<file path="config.mk">
export PLATFORM = sky130hd
export DESIGN_NAME = safe_game_ctrl
export DESIGN_NICKNAME = d
export VERILOG_FILES = /design/src/rtl/safe_pkg.sv /design/src/rtl/safe_score.sv /design/src/rtl/safe_game_ctrl.sv
export SDC_FILE = /design/constraint.sdc
export NUM_CORES = 1
export LEC_CHECK = 0
export ABC_AREA = 1
export CAP_MARGIN = 20
export CORE_ASPECT_RATIO = 0.6
export CORE_UTILIZATION = 58
export CTS_CLUSTER_DIAMETER = 100
export DETAILED_ROUTE_END_ITERATION = 10
export DONT_BUFFER_PORTS = 1
export GPL_TIMING_DRIVEN = 0
export PLACE_DENSITY = 0.76
export SLEW_MARGIN = 20
export SYNTH_ARGS = -nofsm -noshare
export SYNTH_HDL_FRONTEND = slang
export SYNTH_SLANG_ARGS = --single-unit
</file>
<file path="constraint.sdc">
create_clock -name clk -period 2.6 [get_ports clk]
set_clock_uncertainty 0.15 [all_clocks]
set_input_delay 0.52 -clock clk [delete_from_list [all_inputs] [get_ports clk]]
set_output_delay 0.52 -clock clk [all_outputs]
set_load 0.005 [all_outputs]
</file>
<file path="src/rtl/safe_pkg.sv">
`default_nettype none
// ============================================================================
//  Module      : safe_pkg
//  Description : Shared types, constants and helpers for the safe game
//                controller: game state enum, digit/code types, scoring
//                length and small arithmetic helpers.
//  Revision    : 1.0 - initial release
// ============================================================================
package safe_pkg;

    // One combination digit; values above 9 are legal and compared raw
    typedef logic [3:0] digit_t;

    // Four-digit code, index [3] is the leftmost digit
    typedef digit_t [3:0] code_t;

    // Top-level game states
    typedef enum logic [2:0] {
        ST_IDLE  = 3'd0,
        ST_PLAY  = 3'd1,
        ST_SCORE = 3'd2,
        ST_WIN   = 3'd3,
        ST_LOSE  = 3'd4
    } state_t;

    // Number of clock cycles spent scoring one guess
    localparam int SCORE_CYCLES = 5;

    // Population count of a 4-bit mask, returned at counter width
    function automatic logic [3:0] count_ones(input logic [3:0] v);
        return {3'b000, v[0]} + {3'b000, v[1]} + {3'b000, v[2]} + {3'b000, v[3]};
    endfunction

    // Two-digit BCD increment that saturates at 99
    function automatic logic [7:0] bcd_inc(input logic [7:0] v);
        logic [7:0] r;
        if (v == 8'h99) begin
            r = v;
        end else if (v[3:0] >= 4'd9) begin
            r = {v[7:4] + 4'd1, 4'd0};
        end else begin
            r = {v[7:4], v[3:0] + 4'd1};
        end
        return r;
    endfunction

endpackage
`default_nettype wire

</file>
<file path="src/rtl/safe_score.sv">
`default_nettype none
// ============================================================================
//  Module      : safe_score
//  Description : Multi-cycle guess scorer. A start pulse begins a fixed-length
//                run: step 0 marks exact matches, steps 1..4 resolve guess
//                positions 3..0 against unused non-exact secret digits. done
//                pulses on the last step with the final counts presented
//                combinationally so the caller can capture them on that edge.
//  Revision    : 1.0 - initial release
// ============================================================================
module safe_score
    import safe_pkg::*;
(
    input  logic       clk,
    input  logic       reset,
    input  logic       start,
    input  code_t      secret,
    input  code_t      guess,
    output logic       done,
    output logic [3:0] correct,
    output logic [3:0] misplaced
);

    localparam logic [2:0] LAST_STEP = 3'(SCORE_CYCLES - 1);

    logic       running;
    logic [2:0] step;
    logic [3:0] exact;
    logic [3:0] used;
    logic [3:0] correct_cnt;
    logic [3:0] misplaced_cnt;

    logic [3:0] exact_now;
    logic [1:0] pos;
    logic       hit;
    logic [1:0] hit_idx;

    // Position-wise equality of guess and secret digits
    for (genvar i = 0; i < 4; i++) begin : g_exact
        assign exact_now[i] = (secret[i] == guess[i]);
    end

    // Steps 1..4 walk guess positions from leftmost (3) to rightmost (0)
    always_comb begin
        pos = 2'(3'd4 - step);
    end

    // Find the lowest-index secret digit still free to pair with this position
    always_comb begin
        hit     = 1'b0;
        hit_idx = 2'd0;
        if (running && (step != 3'd0) && !exact[pos]) begin
            for (int j = 0; j < 4; j++) begin
                if (!hit && !exact[j] && !used[j] && (secret[j] == guess[pos])) begin
                    hit     = 1'b1;
                    hit_idx = 2'(j);
                end
            end
        end
    end

    assign done      = running && (step == LAST_STEP);
    assign correct   = correct_cnt;
    // Include the final step's match so results are complete while done is high
    assign misplaced = misplaced_cnt + {3'b000, hit};

    // Step sequencer and scoring registers
    always_ff @(posedge clk or posedge reset) begin
        if (reset) begin
            running       <= 1'b0;
            step          <= 3'd0;
            exact         <= 4'd0;
            used          <= 4'd0;
            correct_cnt   <= 4'd0;
            misplaced_cnt <= 4'd0;
        end else if (start) begin
            running       <= 1'b1;
            step          <= 3'd0;
            exact         <= 4'd0;
            used          <= 4'd0;
            correct_cnt   <= 4'd0;
            misplaced_cnt <= 4'd0;
        end else if (running) begin
            if (step == 3'd0) begin
                exact       <= exact_now;
                correct_cnt <= count_ones(exact_now);
            end else if (hit) begin
                used[hit_idx] <= 1'b1;
                misplaced_cnt <= misplaced_cnt + 4'd1;
            end
            if (done) begin
                running <= 1'b0;
            end else begin
                step <= step + 3'd1;
            end
        end
    end

endmodule
`default_nettype wire

</file>
<file path="src/rtl/safe_game_ctrl.sv">
`default_nettype none
// ============================================================================
//  Module      : safe_game_ctrl
//  Description : Code-breaking safe game controller. Detects rising edges of
//                enter and secret_load, sequences IDLE/PLAY/SCORE/WIN/LOSE,
//                keeps the BCD try counter and publishes score results.
//  Revision    : 1.0 - initial release
// ============================================================================
module safe_game_ctrl
    import safe_pkg::*;
#(
    parameter int MAX_TRIES = 10
)
(
    input  logic            clk,
    input  logic            reset,
    input  logic [3:0][3:0] secret,
    input  logic            secret_load,
    input  logic [3:0][3:0] guess,
    input  logic            enter,
    output logic [3:0][3:0] guess_q,
    output logic [3:0]      nCorrect,
    output logic [3:0]      nMisplaced,
    output logic [1:0][3:0] tries,
    output logic            win,
    output logic            lose,
    output logic            busy
);

    // Try limit expressed in the same BCD form as the counter
    localparam logic [7:0] MAX_BCD = {4'(MAX_TRIES / 10), 4'(MAX_TRIES % 10)};

    state_t     state;
    state_t     state_next;

    logic       enter_q;
    logic       load_q;
    logic       enter_edge;
    logic       load_edge;
    code_t      secret_q;

    logic       do_load;
    logic       do_enter;

    logic       score_done;
    logic [3:0] score_correct;
    logic [3:0] score_misplaced;
    logic [7:0] tries_inc;

    assign enter_edge = enter & ~enter_q;
    assign load_edge  = secret_load & ~load_q;
    assign tries_inc  = bcd_inc(tries);

    assign win  = (state == ST_WIN);
    assign lose = (state == ST_LOSE);
    assign busy = (state == ST_SCORE);

    safe_score u_score (
        .clk       (clk),
        .reset     (reset),
        .start     (do_enter),
        .secret    (secret_q),
        .guess     (guess_q),
        .done      (score_done),
        .correct   (score_correct),
        .misplaced (score_misplaced)
    );

    // Game state register
    always_ff @(posedge clk or posedge reset) begin
        if (reset) begin
            state <= ST_IDLE;
        end else begin
            state <= state_next;
        end
    end

    // Next-state logic; edges that the current state does not accept are dropped
    always_comb begin
        state_next = state;
        do_load    = 1'b0;
        do_enter   = 1'b0;
        case (state)
            ST_IDLE, ST_WIN, ST_LOSE: begin
                if (load_edge) begin
                    do_load    = 1'b1;
                    state_next = ST_PLAY;
                end
            end
            ST_PLAY: begin
                if (enter_edge) begin
                    do_enter   = 1'b1;
                    state_next = ST_SCORE;
                end
            end
            ST_SCORE: begin
                if (score_done) begin
                    if (score_correct == 4'd4) begin
                        state_next = ST_WIN;
                    end else if (tries_inc == MAX_BCD) begin
                        state_next = ST_LOSE;
                    end else begin
                        state_next = ST_PLAY;
                    end
                end
            end
            default: begin
                state_next = ST_IDLE;
            end
        endcase
    end

    // Edge-detect history, secret/guess capture, counter and result registers
    always_ff @(posedge clk or posedge reset) begin
        if (reset) begin
            enter_q    <= 1'b0;
            load_q     <= 1'b0;
            secret_q   <= '0;
            guess_q    <= '0;
            nCorrect   <= 4'd0;
            nMisplaced <= 4'd0;
            tries      <= '0;
        end else begin
            enter_q <= enter;
            load_q  <= secret_load;
            if (do_load) begin
                secret_q   <= secret;
                guess_q    <= '0;
                nCorrect   <= 4'd0;
                nMisplaced <= 4'd0;
                tries      <= '0;
            end
            if (do_enter) begin
                guess_q <= guess;
            end
            if ((state == ST_SCORE) && score_done) begin
                nCorrect   <= score_correct;
                nMisplaced <= score_misplaced;
                tries      <= tries_inc;
            end
        end
    end

endmodule
`default_nettype wire

</file>
---- Word-level counts from Yosys, hierarchy flattened ----
Cells that the tools add are included.
storage, ports and cells
  register bits ........................... 73
  latch bits .............................. 0
  RAM bits ................................ 0
  bits in read-only memories .............. 0
  memories ................................ 0
cells by class
  add/subtract/negate cells ............... 9
  $mul .................................... 0
  div/mod/pow operators ................... 0
  $lt $le $gt $ge ......................... 4
  eq/ne operators ......................... 21
  shifts and indexed selects .............. 0
  muxes and demuxes ....................... 57
  bitwise operators ....................... 5
  reduce and logical (&&, ||, !) cells .... 41
operators with widths
  kind                                                                  number
  4-bit 2-to-1 mux                                                      18
  4-bit == test                                                         8
  16-bit 2-to-1 mux                                                     2
  8-bit 2-to-1 mux                                                      4
  3-bit 2-to-1 mux                                                      8
  1-bit 2-to-1 mux                                                      18
  1-bit logical AND                                                     16
  4-bit by 1-bit adder with 4-bit output                                3
  4-bit by 1-bit adder with 4-bit output, second input constant         3
  1-bit logical NOT                                                     12
  2-bit nonzero test                                                    5
  3-bit one-hot mux with 3 select lines                                 1
  4-bit binary-select mux with 2-bit select                             1
  8-bit by 5-bit == test with 1-bit output, second input constant       1
  8-bit == test, second input constant                                  1
  2-bit inequality test, second input constant                          4
  3-bit by 2-bit == test with 1-bit output, second input constant       2
  3-bit == test, second input constant                                  2
  3-bit logical NOT                                                     2
  2-bit by 3-bit < comparator with 1-bit output, second input constant  2
  2-bit 2-to-1 mux                                                      3
  3-bit AND reduction                                                   2
  4-bit by 3-bit == test with 1-bit output, second input constant       1
  4-bit >= comparator, second input constant                            1
  14 further kinds                                                      17

---- Logic depth before layout (Yosys ltp) ----
Gate-level depths: netlist of the first run.
  depth in word-level cells ............... 34
  gate-level depth with buffers ........... 21
  depth with buffers taken out ............ 19

---- Modules after synthesis ----
Synthesis of the first run repeated with hierarchy kept, for this count alone.
second synthesis, totals
  cell total of the unflattened synthesis .. 502
  area, all modules ....................... 4190.3 um2
modules (own cells, without submodules)
  module          instances  cells each  area each (um2)  sequential area each (um2)
  safe_game_ctrl  1          266         2504.9           1326.3
  safe_score      1          236         1685.4           475.5

---- Least setup slack after synthesis of the first run ----
No wires, ideal clock.
  path kind ............................... flip-flop to flip-flop
  start point ............................. reg u_score.step[0]
  end point ............................... reg nMisplaced[2]
  library setup time ...................... 0.095 ns
  data arrival time ....................... 2.622 ns
  required time ........................... 2.355 ns
  path slack .............................. -0.268 ns
  stages on the path, launching flop included .. 22
  period minus slack after synthesis ...... 2.868 ns
  cells stage by stage .................... dfrtp_1 inv_2 buf_6 ha_1 buf_6 inv_2 nand3_1 nand2_2 nand2_1 nand2_1 nor2_1 nand3_2 nand2_2 inv_2 nand3_4 nand2_4 inv_1 ha_1 ha_1 nand2_1 inv_1 o31ai_1
on the way
  cells in the longest elaborated chain, start to end .. 27
  elaborated cells between the ends (all ways) .. 40
  classes of those cells .................. add/sub (2); eq/ne (5); mux (13); reduce/logical (20)
RTL lines
  what                                         line                   source
  start, declared                              safe_score.sv:27       logic [2:0] step;
  start signal, assigned                       safe_score.sv:94       step <= step + 3'd1;
  1-bit by 2-bit subtractor with 2-bit output  safe_score.sv:45       pos = 2'(3'd4 - step);
  4-bit binary-select mux with 2-bit select    safe_score.sv:54       if (!hit && !exact[j] && !used[j] && (secret[j] == guess[pos])) begin
  4-bit 2-to-1 mux (not written as such)       safe_score.sv:54
  4-bit == test                                safe_score.sv:54
  1-bit logical AND                            safe_score.sv:54
  1-bit 2-to-1 mux                             safe_score.sv:54
  1-bit 2-to-1 mux                             safe_score.sv:52       if (running && (step != 3'd0) && !exact[pos]) begin
  1-bit logical NOT                            safe_score.sv:54
  (+9 left out)                                --
  1-bit 2-to-1 mux                             safe_score.sv:54
  1-bit 2-to-1 mux                             safe_score.sv:52
  1-bit logical NOT                            safe_score.sv:54
  1-bit logical AND (3 in a row)               safe_score.sv:54
  1-bit 2-to-1 mux                             safe_score.sv:54
  1-bit 2-to-1 mux                             safe_score.sv:52
  4-bit by 1-bit adder with 4-bit output       safe_score.sv:65       assign misplaced = misplaced_cnt + {3'b000, hit};
  4-bit 2-to-1 mux                             safe_game_ctrl.sv:136  if ((state == ST_SCORE) && score_done) begin
  end signal, assigned                         safe_game_ctrl.sv:138  nMisplaced <= score_misplaced;
  end, declared                                safe_game_ctrl.sv:23   output logic [3:0] nMisplaced,
Parallel ways exist; a longest one is shown, timed or not. The select of a mux whose other input is x is not followed.
A chain may end at the register's enable or synchronous reset.

---- Worst setup path in the final report of the first run ----
Same ends and word-level chain as after synthesis.

==> results by group, run 1 <==
Synth
  • Distinct cells, synth: 36
  • Seq/Total Area, Yosys: 0.437
  • Prevailing post-synth register cell: dfrtp_1
  • Yosys warnings: 0
  • Synth area leaders: dfrtp_1, nand2_1, nand3_1
  • Synth top area share: 0.437
  • Cells after synthesis: 492
  • Seq cells post-synth: 71
  • Avg Cell Area, Syn: 8.27 sq um
  • Syn Nets: 541
  • EDFF count, synth: 0
  • Async set or reset register ratio after synthesis: 1.00
  • Most frequent cell after synthesis: nand2_1
  • Largest area contributor in the netlist: dfrtp_1
  • Top post-synthesis cells by count: nand2_1, dfrtp_1, inv_1, nand3_1, nor2_1
  • Synthesized area: 4070 sq um

Placed design
  • Final Wtd Congestion: 0.986
  • DP HPWL: 7.74 mm
  • Area post-placement: 4280 sq um
  • PortBufs: 0
  • Dpl cells: 580

Clocking
  • TritonCTS clock tree: built
  • H-tree depth: 3
  • Worst skew pair latency: 0.34 ns
  • Clk sinks: 71
  • Clock transition at path regs: 0.06 ns
  • Root Driver: clkbuf_16
  • Number of CTS-inserted buffers: 9
  • Clock Tree Buf Depth: 2

Timing
  • RSZ-0062 raised after global routing: yes
  • Final setup violation count: 0
  • Min Hold Slack: 0.0562 ns
  • Period utilization: 0.985
  • Slew Viols, Final: 0
  • Max_slew headroom: 0.636
  • Max Clk Rate: 390 MHz
  • Period minus WS final: 2.56 ns
  • Worst Tran Pin Value: 0.545 ns
  • TNS Setup: 0 ns
  • Fin. Hold Viols: 0

Global routing
  • Vias in the first global route: 3166
  • Largest net degree at the start of global routing: 42
  • First-pass GRT wire length: 16.4 mm
  • Initial antenna violation count: 0
  • Overall Global Routing Usage: 0.311
  • GRT Residual Overflow: 0

Critical path
  • Worst Setup Start Kind: register
  • Crit end category: register
  • Worst stage delay on the critical path: 0.39 ns
  • CP Data Arrival Time: 2.66 ns
  • Worst path cell trace: inv_4, ha_4, inv_8, nand3_4, nand2_4, nand2_2, nand2_2, nor2_2, nand3_2, nand2_2, inv_2, nand3_4, nand2_4, inv_2, ha_4, ha_4, nor2_2, o31ai_1
  • R2r endpoint: nMisplaced[2]
  • Buf/Inv on CP: 4
  • Critical path fanouts, max: 8
  • Worst r2r src: u_score.step[0]
  • Crit Path Category: register to register
  • R2R setup slack: 0.04 ns
  • Required @ worst endpoint: 2.70 ns
  • Worst path slowest cell: dfrtp_2
  • Register-to-Register Path Depth: 18
  • Kind of cell adding the most delay to the critical path: simple AND/OR/NAND/NOR gates

Worst hold path
  • Hold Path Stages: 0
  • Hold Path Origin: secret_load
  • Hold Path Class: primary input to register
  • Hold Path End: load_q

Die
  • Starting Density: 0.604
  • Core area: 6730 sq um
  • Core Rows: 23
  • Die area: 7360 sq um
  • Die Width: 110 um
  • Num ports: 71
  • Die height: 66.9 um

Layout
  • Share of post-route cells with drive strength above 1: 0.197
  • Footprint of the multi-input gates: 2120 sq um
  • Area growth syn-to-layout: 17.0%
  • Fill cells: 541
  • FF/Latch Area: 1780 sq um
  • Ant diodes: 0
  • Final net count: 563
  • Finished Cell Area: 4760 sq um
  • Fin cells: 606

Job
  • Maxcap violations: 0

Pwr
  • LEAKAGE: 2.34 nW
  • Pwr dens: 1340 nW/um^2
  • Pwr Total: 6.38 mW
  • Worst vdd ir: 0.000810 V

Route
  • Via density per instance: 5.78
  • Remaining DRCs: 0
  • Via count: 3503
  • Iter 0 DRT Violations: 336
  • Drt total wl: 10.6 mm
  • First-pass detailed-route iteration total: 4
  • WL per Instance: 17.5 um
  • Routed Antenna Nets: 0

Run status
  • Status: completed
==> report_power, final <==
| group | internal (mW) | total (mW) | switching, mW | leakage (nW) |
|---|---|---|---|---|
| registers | 1.43 | 1.86 | 0.428 | 0.921 |
| logic | 1.25 | 3.16 | 1.91 | 1.26 |
| clock network | 0.890 | 1.37 | 0.478 | 0.158 |
| total | 3.57 | 6.38 | 2.81 | 2.34 |
==> state kept, by name (all words and copies together), names as in the netlist <==
signal	cells
u_score.correct	3
u_score.exact	4
state	3
u_score.step	3
nCorrect	3
guess_q	16
nMisplaced	4
secret_q	16
load_q	1
u_score.running	1
u_score.used	4
u_score.misplaced_cnt	4
enter_q	1
tries	8
==> through the flow <==
step	utilization	worst slack [ns]
floorplan	-	0.0257
global route	0.707	-0.0884
CTS	0.696	0.00694
finish	0.707	0.0384
detailed placement	0.636	-0.298
global placement	0.632	-0.610
==> how the worst max path moves through the flow <==
| stage | from | cells past startpoint | slack (ns) | endpoint |
|---|---|---|---|---|
| after floorplan | u_score.step[0] | 18 | 0.03 | nMisplaced[2] |
| after global placement | reset | 1 | -0.61 | u_score.used[2] |
| after detailed placement | u_score.step[0] | 20 | -0.30 | nMisplaced[2] |
| after CTS | u_score.step[0] | 19 | 0.007 | nMisplaced[2] |
| after global routing | u_score.step[1] | 18 | -0.09 | nMisplaced[2] |
| final | u_score.step[0] | 18 | 0.04 | nMisplaced[2] |
==> kinds of logic after synthesis <==
group,after synthesis,synth area share
XOR/XNOR,26,0.0578
buffers and inverters,76,0.0785
flip-flops,71,0.437
other,1,0.000922
multiplexers,9,0.0249
AND/OR/NAND/NOR,246,0.292
adder cells (fa/ha/maj),13,0.0418
AO/OA/AOI/OAI,50,0.0671
==> timing repair <==
item,in CTS,in global routing
buffers inserted,7,4
gates resized for setup,5,18
endpoints found under the setup margin,4,3
pin swaps,4,14
hold endpoints to repair,30,0
hold buffers,1,0
==> metal layers <==
layer  global-route usage  routed length [um]  vias to the layer above
li1                     -                   -                     1639
met1                0.438                5010                     1717
met2                0.446                4590                      133
met3                0.121                 865                       14
met4               0.0740                 125                        0
met5                    0                   0                        -
==> cells in the final DEF, fill, tap and decap left out, types with 12 or more instances in the layout <==
| cell type | Yosys | routed |
|---|---|---|
| buf_4 | 1 | 12 |
| nor2_1 | 35 | 28 |
| inv_1 | 56 | 54 |
| nand2_1 | 107 | 101 |
| nand3_1 | 50 | 49 |
| o21ai_0 | 18 | 18 |
| xnor2_1 | 15 | 15 |
| a21oi_1 | 18 | 18 |
| dfrtp_1 | 71 | 70 |
| nand2_2 | 14 | 17 |
==> layout make-up <==
type,count,share of cell area
buffer,15,0.0158
clock buffer,11,0.0531
clock inverter,5,0.0168
inverter,59,0.0492
multi-input combinational,345,0.445
sequential,71,0.374
tap,87,0.0229
timing repair buffer,13,0.0237
Note: power is estimated with default switching activity, not from simulation.
==> run 2, diff against run 1 <==
--- a/config.mk
+++ b/config.mk
@@ -5,15 +5,15 @@
 export SDC_FILE = /design/constraint.sdc
 export NUM_CORES = 1
 export LEC_CHECK = 0
-export ABC_AREA = 1
+export ABC_AREA = 0
 export CAP_MARGIN = 20
 export CORE_ASPECT_RATIO = 0.6
-export CORE_UTILIZATION = 58
-export CTS_CLUSTER_DIAMETER = 100
+export CORE_UTILIZATION = 55
+export CTS_CLUSTER_DIAMETER = 150
 export DETAILED_ROUTE_END_ITERATION = 10
 export DONT_BUFFER_PORTS = 1
 export GPL_TIMING_DRIVEN = 0
-export PLACE_DENSITY = 0.76
+export PLACE_DENSITY = 0.73
 export SLEW_MARGIN = 20
 export SYNTH_ARGS = -nofsm -noshare
 export SYNTH_HDL_FRONTEND = slang
==> results by group, run 2 <==
Run status
  • Status: finished with violations (was completed)
  • Failing checks: setup timing

Clocking
  • Worst skew pair latency: 0.34 ns (about the same)
  • Clock transition at path regs: 0.06 ns (about the same)
  • H-tree depth: 3 (unchanged)
  • Clk sinks: 71 (unchanged)
  • Clock Tree Buf Depth: 2 (unchanged)
  • TritonCTS clock tree: built (unchanged)
  • Number of CTS-inserted buffers: 9 (unchanged)
  • Root Driver: clkbuf_16 (unchanged)

Pwr
  • Worst vdd ir: 0.000750 V (was 0.000810 V)
  • Power share of the clock group: 0.215 (was 0.214)
  • Sw Pwr: 2.37 mW (was 2.82 mW)
  • Comb pwr share: 0.436 (was 0.495)
  • Pwr dens: 1340 nW/um^2 (about the same)
  • Int Power: 3.48 mW (was 3.57 mW)
  • LEAKAGE: 1.91 nW (was 2.34 nW)
  • Sequential share of power: 0.349 (was 0.291)
  • Switching share of power: 0.405 (was 0.441)

Timing
  • Final setup violation count: 11 (was 0)
  • Period utilization: 1.21 (was 0.985)
  • Final setup margin: -0.539 ns (was 0.0384 ns)
  • Slew Viols, Final: 0 (unchanged)
  • Max_slew headroom: 0.624 (was 0.636)
  • Min Hold Slack: 0.0535 ns (was 0.0562 ns)
  • RSZ-0062 raised after global routing: yes (unchanged)
  • Period minus WS final: 3.14 ns (was 2.56 ns)
  • Worst Tran Pin Value: 0.563 ns (was 0.545 ns)
  • Max Clk Rate: 319 MHz (was 390 MHz)
  • Fin. Hold Viols: 0 (unchanged)

Placed design
  • Dpl cells: 458 (was 580)
  • Area post-placement: 3950 sq um (was 4280 sq um)
  • PortBufs: 0 (unchanged)
  • DP HPWL: 6.61 mm (was 7.74 mm)
  • Worst slack, placed: -0.853 ns (was -0.298 ns)
  • Final Wtd Congestion: 0.821 (was 0.986)

Die
  • Die area: 7210 sq um (was 7360 sq um)
  • Core area: 6360 sq um (was 6730 sq um)
  • Core Rows: 22 (was 23)
  • Num ports: 71 (unchanged)
  • Starting Density: 0.594 (was 0.604)
  • Die height: 66.2 um (was 66.9 um)
  • Die Width: 109 um (was 110 um)

Synth
  • EDFF count, synth: 0 (unchanged)
  • Seq/Total Area, Yosys: 0.470 (was 0.437)
  • Synth top area share: 0.470 (was 0.437)
  • Post-Synth XOR/XNOR Area: 0.0941 (was 0.0578)
  • Synthesized area: 3780 sq um (was 4070 sq um)
  • Adder-cell area share of the yosys netlist: 0.0450 (was 0.0418)
  • Avg Cell Area, Syn: 10.1 sq um (was 8.27 sq um)
  • Mux cell area share after synthesis: 0.102 (was 0.0249)
  • Largest area contributor in the netlist: dfrtp_1 (unchanged)
  • Largest family of logic cells by synthesized area: simple AND/OR/NAND/NOR gates (unchanged)
  • Seq cells post-synth: 71 (unchanged)
  • Simple-gate share of the synthesized area: 0.161 (was 0.292)
  • Compound-Gate Fraction of Synth Area: 0.0918 (was 0.0671)
  • Most frequent cell after synthesis: dfrtp_1 (was nand2_1)
  • Yosys warnings: 0 (unchanged)
  • Top post-synthesis cells by count: dfrtp_1, nand2_1, nor2_1, o21ai_0, xnor2_1 (was nand2_1, dfrtp_1, inv_1, nand3_1, nor2_1)
  • Async set or reset register ratio after synthesis: 1.00 (unchanged)
  • Distinct cells, synth: 42 (was 36)
  • Prevailing post-synth register cell: dfrtp_1 (unchanged)
  • Cells after synthesis: 373 (was 492)
  • Syn Nets: 422 (was 541)
  • Synth area leaders: dfrtp_1, mux2_2, xnor2_1 (was dfrtp_1, nand2_1, nand3_1)

Critical path
  • Critical path depth: 13 (was 18)
  • Crit end category: register (unchanged)
  • Kind of cell adding the most delay to the critical path: adder cells (was simple AND/OR/NAND/NOR gates)
  • Crit Path Category: register to register (unchanged)
  • Buf/Inv on CP: 3 (was 4)
  • Critical path fanouts, max: 5 (was 8)
  • R2R setup slack: -0.54 ns (was 0.04 ns)
  • CP Capture Point: nMisplaced[2] (unchanged)
  • Worst stage delay on the critical path: 0.61 ns (was 0.39 ns)
  • Register-to-Register Path Depth: 13 (was 18)
  • CP Data Arrival Time: 3.25 ns (was 2.66 ns)
  • Worst r2r src: u_score.step[0] (unchanged)
  • R2r endpoint: nMisplaced[2] (unchanged)
  • Worst path slowest cell: mux4_2 (was dfrtp_2)
  • Worst Setup Start Kind: register (unchanged)
  • CP Launch Point: u_score.step[0] (unchanged)
  • Required @ worst endpoint: 2.71 ns (was 2.70 ns)
  • Crit path top cell by count: ha_4
  • Worst path cell trace: buf_6, inv_4, ha_4, mux4_2, xnor2_2, nand3_2, nor4_4, o41ai_4, inv_1, ha_4, ha_4, xnor2_2, o21ai_1 (was inv_4, ha_4, inv_8, nand3_4, nand2_4, nand2_2, nand2_2, nor2_2, nand3_2, nand2_2, inv_2, nand3_4, nand2_4, inv_2, ha_4, ha_4, nor2_2, o31ai_1)

Global routing
  • GRT Residual Overflow: 0 (unchanged)
  • Initial antenna violation count: 0 (unchanged)
  • Overall Global Routing Usage: 0.289 (was 0.311)
  • First-pass GRT wire length: 14.9 mm (was 16.4 mm)
  • Vias in the first global route: 2704 (was 3166)
  • Largest net degree at the start of global routing: 57 (was 42)

Layout
  • Finished Cell Area: 4380 sq um (was 4760 sq um)
  • Util after Layout: 0.688 (was 0.707)
  • Share of post-route cells with drive strength above 1: 0.183 (was 0.197)
  • Fin cells: 482 (was 606)
  • Fill cells: 476 (was 541)
  • Final net count: 442 (was 563)
  • Ant diodes: 0 (unchanged)
  • Regs by FF count: guess_q: 16 flops, secret_q: 16 flops, tries: 8 flops (unchanged)
  • Most frequent cells in the layout: dfrtp_1, nand2_1, nor2_1 (was nand2_1, dfrtp_1, inv_1)
  • Commonest non-fill, non-tap cell in the layout: dfrtp_1 (was nand2_1)
  • Area growth syn-to-layout: 15.9% (was 17.0%)

Worst hold path
  • Hold Path Stages: 0 (unchanged)
  • Hold Path Class: primary input to register (unchanged)

Route
  • Iter 0 DRT Violations: 280 (was 336)
  • First-pass detailed-route iteration total: 5 (was 4)
  • Via count: 2880 (was 3503)
  • Via density per instance: 5.98 (was 5.78)
  • Remaining DRCs: 0 (unchanged)
  • Drt total wl: 9.37 mm (was 10.6 mm)
  • Routed Antenna Nets: 0 (unchanged)
  • WL per Instance: 19.4 um (was 17.5 um)

Job
  • Maxcap violations: 0 (unchanged)
==> run 2: changes by cell type in the layout (fill, tap and decap cells not counted), sizes merged, moves of 11 or more <==
cell,previous run,this run
inv,59,16
nand2,123,49
nand3,60,11
o21ai,19,34
xnor2,15,26
==> run 2: repair_timing <==
item,in CTS,in global routing
endpoints found under the setup margin,13,40
cloned,0,0
gates resized for setup,8,7
hold buffers,1,0
pin swaps,6,2
endpoints found under the hold margin,15,0
buffers inserted,7,1
==> run 2: logic make-up after synthesis <==
group	after synthesis
simple gates	130
flops	71
other cells	1
compound gates	59
mux	31
xor+xnor	38
fa+ha+maj	13
buf+inv	30
==> run 2: area by class of cell <==
class | instances | area (sq um) | share of cell area
buffer | 15 | 68.8 | 0.0157
clock buffer | 9 | 225 | 0.0515
clock inverter | 7 | 78.8 | 0.0180
inverter | 14 | 57.6 | 0.0132
multi-input combinational | 272 | 1970 | 0.449
sequential | 71 | 1780 | 0.406
tap | 84 | 105 | 0.0240
timing repair buffer | 10 | 97.6 | 0.0223
==> run 2: worst min-delay path by stage <==
| stage | from | to |
|---|---|---|
| 2_1_floorplan | u_score.used[1] | u_score.used[1] |
| 3_3_place_gp | u_score.used[1] | u_score.used[1] |
| 3_5_place_dp | reset | guess_q[4] |
| 4_1_cts | secret_load | load_q |
| 5_1_grt | enter | enter_q |
| 6_report | secret_load | load_q |
==> run 2: per-layer routing <==
metal / part of all wire / GRT usage
met1: 0.48 / 0.426
met5: 0 / 0
met2: 0.42 / 0.405
met3: 0.090 / 0.0906
met4: 0.011 / 0.0777
==> run 2: per-stage QoR <==
step	TNS (ns)	total power, mW
4_1_cts	-3.11	5.80
2_1_floorplan	-2.86	3.77
5_1_grt	-4.98	6.22
6_report	-3.29	5.86
3_3_place_gp	-48.06	4.20
3_5_place_dp	-5.94	4.32
==> run 2: power groups by stage <==
stage | Clock (mW) | Combinational, mW | Sequential (mW)
2_1_floorplan | 0 | 1.93 | 1.84
3_3_place_gp | 0 | 2.19 | 2.01
3_5_place_dp | 0 | 2.30 | 2.03
4_1_cts | 1.27 | 2.51 | 2.03
5_1_grt | 1.32 | 2.81 | 2.09
6_report | 1.26 | 2.55 | 2.04
==> run 2: worst register-to-register path, cell delays in order (launching register included) <==
cell and delay (ns):
dfrtp_1 0.37, buf_6 0.12, inv_4 0.04, ha_4 0.30
mux4_2 0.61, xnor2_2 0.17, nand3_2 0.09, nor4_4 0.05
o41ai_4 0.45, inv_1 0.13, ha_4 0.19, ha_4 0.16
xnor2_2 0.12, o21ai_1 0.13
